--- src/rtl/mant_mul_pkg.sv ---
// mant_mul_pkg: shared types and constants for the iterative mantissa multiplier.
// Holds the FSM state enum, iteration count helper and precision presets.
package mant_mul_pkg;

  typedef enum logic [1:0] {
    IDLE = 2'd0,
    RUN  = 2'd1,
    DONE = 2'd2
  } state_t;

  // Single precision: 24-bit mantissa, 4 bits per cycle.
  localparam int SP_WIDTH = 24;
  localparam int SP_BPC   = 4;

  // Double precision: 53 is prime, so only BPC of 1 or 53 divide it.
  localparam int DP_WIDTH = 53;
  localparam int DP_BPC   = 1;

  function automatic int iter_count(input int width, input int bpc);
    return width / bpc;
  endfunction

endpackage

--- src/rtl/mant_mul_pp.sv ---
// mant_mul_pp: combinational WIDTH x BPC unsigned partial product.
// One instance serves every iteration of the multiplier.
module mant_mul_pp #(
  parameter int WIDTH = 24,
  parameter int BPC   = 4
) (
  input  logic [WIDTH-1:0]     i_a,
  input  logic [BPC-1:0]       i_b,
  output logic [WIDTH+BPC-1:0] o_pp
);

  localparam int PPW = WIDTH + BPC;

  // Product of full multiplicand and one BPC-bit multiplier digit.
  always_comb begin
    o_pp = PPW'(i_a) * PPW'(i_b);
  end

endmodule

--- src/rtl/mant_mul_iter.sv ---
// mant_mul_iter: multi-cycle unsigned mantissa multiplier, BPC bits/cycle.
// Define MANT_MUL_NORM_EN to add norm_mant/exp_inc/sticky outputs.
module mant_mul_iter
  import mant_mul_pkg::*;
#(
  parameter int WIDTH = SP_WIDTH,
  parameter int BPC   = SP_BPC
) (
  input  logic               clk,
  input  logic               rst_n,
  input  logic               in_valid,
  output logic               in_ready,
  input  logic [WIDTH-1:0]   a_op,
  input  logic [WIDTH-1:0]   b_op,
  output logic               out_valid,
  input  logic               out_ready,
  output logic [2*WIDTH-1:0] r_op,
  output logic               busy
`ifdef MANT_MUL_NORM_EN
  ,
  output logic [WIDTH-1:0]   norm_mant,
  output logic               exp_inc,
  output logic               sticky
`endif
);

  localparam int ITER = iter_count(WIDTH, BPC);
  localparam int CW   = (ITER > 1) ? $clog2(ITER) : 1;
  localparam int PW   = 2 * WIDTH;
  localparam int PPW  = WIDTH + BPC;

  if (WIDTH < 2 || BPC < 1 || (WIDTH % BPC) != 0) begin : g_bad_cfg
    $error("mant_mul_iter: need WIDTH >= 2 and BPC dividing WIDTH");
  end

  state_t           r_state;
  state_t           w_state_nxt;
  logic             w_accept;
  logic             w_last;
  logic [WIDTH-1:0] r_a;
  logic [WIDTH-1:0] r_b;
  logic [PW-1:0]    r_acc;
  logic [PW-1:0]    w_pp_sh;
  logic [PW-1:0]    w_acc_nxt;
  logic [PPW-1:0]   w_pp;
  logic [CW-1:0]    r_k;

  // r_b is shifted right each cycle, so its low digit is always digit k.
  mant_mul_pp #(
    .WIDTH(WIDTH),
    .BPC  (BPC)
  ) u_pp (
    .i_a (r_a),
    .i_b (r_b[BPC-1:0]),
    .o_pp(w_pp)
  );

  assign w_pp_sh   = PW'(w_pp) << (r_k * BPC);
  assign w_acc_nxt = r_acc + w_pp_sh;
  assign w_last    = (r_k == CW'(ITER - 1));
  assign w_accept  = in_valid & in_ready;

  // Next state and handshake outputs; in_ready depends on state and out_ready only.
  always_comb begin
    w_state_nxt = r_state;
    in_ready    = 1'b0;
    busy        = 1'b0;
    out_valid   = 1'b0;
    unique case (r_state)
      IDLE: begin
        in_ready = 1'b1;
        if (in_valid) w_state_nxt = RUN;
      end
      RUN: begin
        busy = 1'b1;
        if (w_last) w_state_nxt = DONE;
      end
      DONE: begin
        out_valid = 1'b1;
        in_ready  = out_ready;
        if (out_ready) w_state_nxt = in_valid ? RUN : IDLE;
      end
      default: w_state_nxt = IDLE;
    endcase
  end

  // State register.
  always_ff @(posedge clk) begin
    if (!rst_n) r_state <= IDLE;
    else        r_state <= w_state_nxt;
  end

  // Operand capture, accumulation and result load.
  always_ff @(posedge clk) begin
    if (!rst_n) begin
      r_a   <= '0;
      r_b   <= '0;
      r_acc <= '0;
      r_k   <= '0;
      r_op  <= '0;
    end else if (w_accept) begin
      r_a   <= a_op;
      r_b   <= b_op;
      r_acc <= '0;
      r_k   <= '0;
    end else if (r_state == RUN) begin
      r_acc <= w_acc_nxt;
      r_b   <= r_b >> BPC;
      r_k   <= w_last ? '0 : r_k + CW'(1);
      if (w_last) r_op <= w_acc_nxt;
    end
  end

`ifdef MANT_MUL_NORM_EN
  logic             w_ei;
  logic [WIDTH-1:0] w_nm;
  logic             w_st;

  // Normalise the final product: one leading-one position or the next.
  always_comb begin
    w_ei = w_acc_nxt[PW-1];
    w_nm = w_ei ? w_acc_nxt[PW-1:WIDTH] : w_acc_nxt[PW-2:WIDTH-1];
    w_st = w_ei ? |w_acc_nxt[WIDTH-1:0] : |w_acc_nxt[WIDTH-2:0];
  end

  // Norm outputs load on the same edge as r_op.
  always_ff @(posedge clk) begin
    if (!rst_n) begin
      norm_mant <= '0;
      exp_inc   <= 1'b0;
      sticky    <= 1'b0;
    end else if (!w_accept && r_state == RUN && w_last) begin
      norm_mant <= w_nm;
      exp_inc   <= w_ei;
      sticky    <= w_st;
    end
  end
`endif

endmodule

--- config.mk ---
export PLATFORM = sky130hd
export DESIGN_NAME = mant_mul_iter
export DESIGN_NICKNAME = d
export VERILOG_FILES = /design/src/rtl/mant_mul_pkg.sv /design/src/rtl/mant_mul_pp.sv /design/src/rtl/mant_mul_iter.sv
export SDC_FILE = /design/constraint.sdc
export NUM_CORES = 1
export LEC_CHECK = 0
export CAP_MARGIN = 0
export CORE_MARGIN = 10
export CORE_UTILIZATION = 46
export CTS_CLUSTER_DIAMETER = 200
export DETAILED_ROUTE_END_ITERATION = 7
export GPL_ROUTABILITY_DRIVEN = 0
export PLACE_DENSITY = 0.73
export SLEW_MARGIN = 20
export SYNTH_ARGS = -nofsm -noshare
export SYNTH_HDL_FRONTEND = slang
export SYNTH_SLANG_ARGS = --single-unit
--- constraint.sdc ---
create_clock -name clk -period 7.39 [get_ports clk]
set_clock_uncertainty 0.15 [all_clocks]
set_input_delay 1.8475 -clock clk [delete_from_list [all_inputs] [get_ports clk]]
set_output_delay 1.8475 -clock clk [all_outputs]
set_load 0.05 [all_outputs]
==> results of run 1 <==
[kinds of logic after synthesis]
group	Yosys count	synth area share
compound gates	447	0.228
xor+xnor	68	0.0501
fa+ha+maj	124	0.157
buf+inv	208	0.0648
flops	149	0.248
mux	20	0.0191
simple gates	619	0.233
[cell usage after synthesis (3+ instances only)]
cell type,number
nand2_1,324
a21oi_1,196
dfxtp_1,149
inv_1,108
clkbuf_1,87
nor2_1,82
ha_1,79
and2_1,77
o21ai_0,58
a21o_1,45
fa_1,45
xnor2_1,43
nand3_1,41
xor2_1,24
nor3_1,20
nand4_1,19
a22oi_1,18
and3_1,18
a31oi_1,17
mux2i_1,14
a211oi_1,13
o21ai_1,13
o21bai_1,13
buf_1,11
o211ai_1,9
o21a_1,9
nor2b_1,8
nand2b_1,6
a311oi_1,5
or2_2,5
a22o_1,4
mux2_2,4
nand3b_1,4
o22ai_1,4
or4_1,4
a221o_1,3
a31o_2,3
nor4_1,3
o31ai_1,3
o41ai_1,3
[power by group through the flow]
stage / registers, mW / clock network (mW) / logic, mW
3_3_place_gp: 0.869 / 0 / 0.312
6_report: 0.853 / 0.937 / 0.322
4_1_cts: 0.852 / 0.947 / 0.317
2_1_floorplan: 0.854 / 0 / 0.225
3_5_place_dp: 0.871 / 0 / 0.315
5_1_grt: 0.857 / 0.983 / 0.357
[stage by stage]
step	hold WS, ns	cells	instance area, µm²	power (mW)	worst slack (ns)
floorplan	0.286	1635	12000	1.08	0.870
global placement	0.291	1994	13300	1.18	0.233
detailed placement	0.296	1994	13300	1.19	0.00755
CTS	0.305	2026	13900	2.12	0.0835
global route	0.320	2027	14000	2.20	0.0104
finish	0.302	2027	14000	2.11	0.328
[routing by layer]
metal  vias to the layer above  share of wire
met4                         0          0.036
met1                      5366           0.45
met2                       408           0.45
met3                        86          0.068
met5                         -              0
li1                       5692              -
[how the worst max path moves through the flow]
stage | cells past startpoint | slack (ns) | startpoint | to
global placement | 24 | 0.23 | r_b[2] | r_op[45]
finish | 25 | 0.33 | r_b[2] | r_op[35]
global route | 27 | 0.01 | r_b[2] | r_op[46]
detailed placement | 25 | 0.008 | r_b[2] | r_op[45]
CTS | 25 | 0.08 | r_b[3] | r_op[45]
floorplan | 26 | 0.87 | r_b[3] | r_op[45]
[repair_timing]
| action | in CTS | in global routing |
|---|---|---|
| pin swaps | 0 | 1 |
| endpoints found under the setup margin | 1 | 38 |
| gates resized for setup | 2 | 13 |
| buffers inserted | 0 | 1 |
| hold buffers | 0 | 0 |
[critical path: cells and delay by family (launching register included)]
kind | cells | cell delay (ns)
flip-flops | 1 | 0.48
adder cells (fa/ha/maj) | 4 | 1.81
AO/OA/AOI/OAI | 11 | 2.65
multiplexers | 1 | 0.35
AND/OR/NAND/NOR | 6 | 1.04
buffers and inverters | 1 | 0.06
XOR/XNOR | 2 | 0.45
[flip-flops by register name (all words and copies together), names as in the netlist]
register / cells
r_acc: 48
r_op: 48
r_a: 24
r_b: 24
r_k: 3
r_state: 2
[cell type report]
| type | instances | area share |
|---|---|---|
| tap | 335 | 0.0300 |
| sequential | 149 | 0.214 |
| clock buffer | 18 | 0.0314 |
| clock inverter | 14 | 0.0128 |
| inverter | 110 | 0.0296 |
| timing repair buffer | 123 | 0.0844 |
| multi-input combinational | 1278 | 0.597 |
==> results.ini, run 1 <==
[worst_hold_path]
whs_endpoint=r_op[19]
hp-class=flip-flop to flip-flop
min_path_cells=2
min_from=r_op[19]

[worst_setup_path]
worstSetupPathType=flip-flop to flip-flop
reg2reg_slack_ns=0.33
crit_arrival_ns=7.26
crit_required_ns=7.59
cpPeakStageDelay_ns=0.60
r2r-end=r_op[35]
timing.rr.start=r_b[2]
start_kind=flip-flop
r2r_cells=25
path_max_fanout=25
end_kind=flip-flop
crit_path_top_delay_cell=fa_1

[global_routing]
grt_pass1_vias=10754
grtUsageMet2=0.307
globalRouteOverflowTotal=0
grt_max_degree=94
met1_usage=0.253
top_usage_layer=met2
grt_usage=0.196
grt_pass1_wl_um=54500
grt_use_met3=0.0463
antenna_found_initial=0

[route]
avgRoutedWirePerCell_um=16.5
first_pass_iters=7
drtIter0Drc=1069
vias_per_cell=5.70
drt_wl_total_um=33400
vias=11552
route.detailed.drc=0
ant_nets=0

[cells_and_area]
register_area_um2=2990
num_antenna_cells=0
multi_input_area_um2=8340
area_delta_synth_final_pct=16.0
drive_above_1_share=0.0556
final_common_cell=nand2_1
nets=1855
mostFrequentLayoutCells=324 x nand2_1, 194 x a21oi_1, 146 x dfxtp_1
fillCellCount=2454
fin_util=0.539

[synthesis]
ys_seq_area_frac=0.248
yosys_register_bits=149
synth_nets=1811
synth_area_leaders=dfxtp_1 25%, nand2_1 10%, ha_1 8.2%
synth_cell_types=73
async_flop_share=0
synth_edf_count=0
syn_inst=1635
ys_warn_count=0
syn_area_per_cell_um2=7.36
netlist.area_leader.share=0.248
mappedNetlistArea_um2=12000
synth_area_leader_cell=dfxtp_1
ys.flop_type=dfxtp_1

[clock_network]
clk_latency_ns=0.44
cts_inserted_buffers=17
cts_tree=done
cts_root_buffer=clkbuf_16
clk_pin_slew_worst_paths_ns=0.07
clk_path_buf_depth=2
cts_sinks=149
htree_levels=4

[pwr]
power.internal_mw=1.47
power_density_nw_per_um2=151
clockPowerShare=0.444
switchingPower_mw=0.640
cellLeakagePower_nw=5.96
pwr-share-seq=0.404
p_sw_frac=0.303
ir_worst_vdd_v=0.000107
power_frac_comb=0.152

[floorplan]
core-area_um2=25900
ioPinCount=103
start_util=0.465
die_area_um2=33000
die_x_um=182
die_y_um=182
rows=59

[timing]
final_hold_viol_count=0
fin_setup_tns_ns=0
fin_crit_ns=7.06
finalCritPeriodShare=0.956
relSlewSlack=0.301
setup_viol_count_final=0
clock.fmax_mhz=142
slew_violations=0
rsz0062_at_grt=no
worstMarginPinSlew_ns=1.04

[run]
maxCapViolCount=0

[run_status]
status=finished clean

[placement]
io_buffer_count=102
dp_hpwl_um=25400

Note: power is estimated with default switching activity, not from simulation.
==> run 2, diff against run 1 <==
--- a/config.mk
+++ b/config.mk
@@ -6,7 +6,7 @@
 export NUM_CORES = 1
 export LEC_CHECK = 0
 export CAP_MARGIN = 0
-export CORE_MARGIN = 10
+export CORE_MARGIN = 2
 export CORE_UTILIZATION = 46
 export CTS_CLUSTER_DIAMETER = 200
 export DETAILED_ROUTE_END_ITERATION = 7
==> results.ini, run 2 (same netlist as run 1, synthesis figures left out) <==
[timing]
final_hold_viol_count=0
slew_violations=0
rsz0062_at_grt=no
worstMarginPinSlew_ns=1.06
holdWs_ns=0.302
fin_setup_tns_ns=0
clock.fmax_mhz=142
setup_viol_count_final=0
relSlewSlack=0.291
finalCritPeriodShare=0.954
fin_crit_ns=7.05

[clock_network]
clk_latency_ns=0.43
cts_inserted_buffers=17
clk_pin_slew_worst_paths_ns=0.07
post-cts-setup-buffers=0
clk_path_buf_depth=2
cts_sinks=149
cts_tree=done
cts_root_buffer=clkbuf_16
htree_levels=4

[global_routing]
antenna_found_initial=0
grt_pass1_wl_um=53700
globalRouteOverflowTotal=0
grt_max_degree=94
top_usage_layer=met2
grt_pass1_vias=10621
grtUsageMet2=0.381
met1_usage=0.316
grt_use_met3=0.0357
grt_usage=0.235

[floorplan]
core-area_um2=25900
die_y_um=166
rows=59
die_x_um=166
start_util=0.465
ioPinCount=103
die_area_um2=27500

[route]
drt_wl_total_um=33400
route.detailed.drc=0
vias_per_cell=5.73
avgRoutedWirePerCell_um=16.5
vias=11597
ant_nets=0
first_pass_iters=6
drtIter0Drc=982

[worst_setup_path]
worstSetupPathType=flip-flop to flip-flop
start_kind=flip-flop
crit_required_ns=7.56
crit_arrival_ns=7.22
path_max_fanout=14
end_kind=flip-flop

[placement]
dp_hpwl_um=24900
placed_area_um2=13300
io_buffer_count=102

[run]
maxCapViolCount=0

[cells_and_area]
area_delta_synth_final_pct=15.6
fillCellCount=2479
drive_above_1_share=0.0562
mostFrequentLayoutCells=324 x nand2_1, 193 x a21oi_1, 146 x dfxtp_1
reg_top3=r_acc: 48 flops, r_op: 48 flops
final_common_cell=nand2_1
nets=1853
num_antenna_cells=0
stdcell_area_um2=13900

[worst_hold_path]
hp-class=flip-flop to flip-flop

[pwr]
ir_worst_vdd_v=0.000150
cellLeakagePower_nw=5.91
power_density_nw_per_um2=146

[run_status]
status=finished clean

==> run 2: cell types whose count changed in the layout (fill, tap and decap cells not counted), sizes merged <==
| cell | before | now |
|---|---|---|
| inv | 120 | 114 |
| clkinv | 1 | 6 |
| buf | 21 | 19 |
| bufinv | 2 | 1 |
| clkbuf | 18 | 19 |
| clkinvlp | 1 | 2 |
==> run 2: worst paths after layout <==
kind              cells after the start     start  slack (ns)        to
setup / recovery                     26    r_b[3]        0.34  r_op[45]
hold / removal                        2  r_op[12]        0.30  r_op[12]
setup reg to reg                     26    r_b[3]        0.34  r_op[45]
hold reg to reg                       2  r_op[12]        0.30  r_op[12]
==> run 2: final cells by class <==
type / instances / area [µm²] / area share
clock buffers: 19 / 433 / 0.0311
flip-flops and latches: 149 / 2990 / 0.215
repair buffers: 121 / 1160 / 0.0836
well taps: 335 / 419 / 0.0301
inverters: 110 / 413 / 0.0297
clock inverters: 13 / 124 / 0.00890
multi-input cells: 1278 / 8380 / 0.602
==> run 2: worst max-delay path: stages (launching register included) <==
cell,delay [ns]
dfxtp_2,0.38
buf_4,0.19
and2_1,0.16
fa_1,0.53
inv_1,0.06
fa_1,0.53
inv_1,0.04
ha_1,0.36
a21o_1,0.26
a21o_1,0.20
a21o_1,0.20
a21o_1,0.18
a221o_1,0.39
a21o_1,0.21
a21oi_2,0.14
xnor2_1,0.13
a221o_1,0.40
o21a_1,0.21
ha_2,0.41
nand2_1,0.08
or4_1,0.54
o21ai_2,0.21
a21oi_2,0.13
nor3_2,0.20
o41a_1,0.24
nor2_1,0.07
a311o_1,0.32
==> run 2: layer usage <==
layer | wire [µm] | vias to the layer above
li1 | - | 5661
met1 | 15100 | 5439
met2 | 15400 | 428
met3 | 1990 | 69
met4 | 953 | 0
met5 | 0 | -
==> run 2: timing repair <==
action / CTS / global route
endpoints found under the setup margin: 0 / 39
endpoints found under the hold margin: 0 / 0
gates resized for setup: 0 / 24
hold buffers: 0 / 0
==> run 2: metrics by stage <==
stage / worst slack, ns / total power, mW / std cells / utilization
finish: 0.340 / 2.04 / 2025 / 0.537
global route: 0.0352 / 2.11 / 2025 / 0.537
CTS: 0.132 / 2.04 / 2025 / 0.534
detailed placement: 0.157 / 1.19 / 1993 / 0.512
global placement: 0.327 / 1.18 / 1993 / 0.512
floorplan: 0.870 / 1.08 / 1635 / -
==> run 2: where the power goes <==
| part | total [mW] | switching, mW | internal [mW] | leakage (nW) |
|---|---|---|---|---|
| clock network | 0.856 | 0.387 | 0.469 | 0.270 |
| logic | 0.327 | 0.206 | 0.122 | 4.43 |
| registers | 0.852 | 0.0272 | 0.824 | 1.21 |
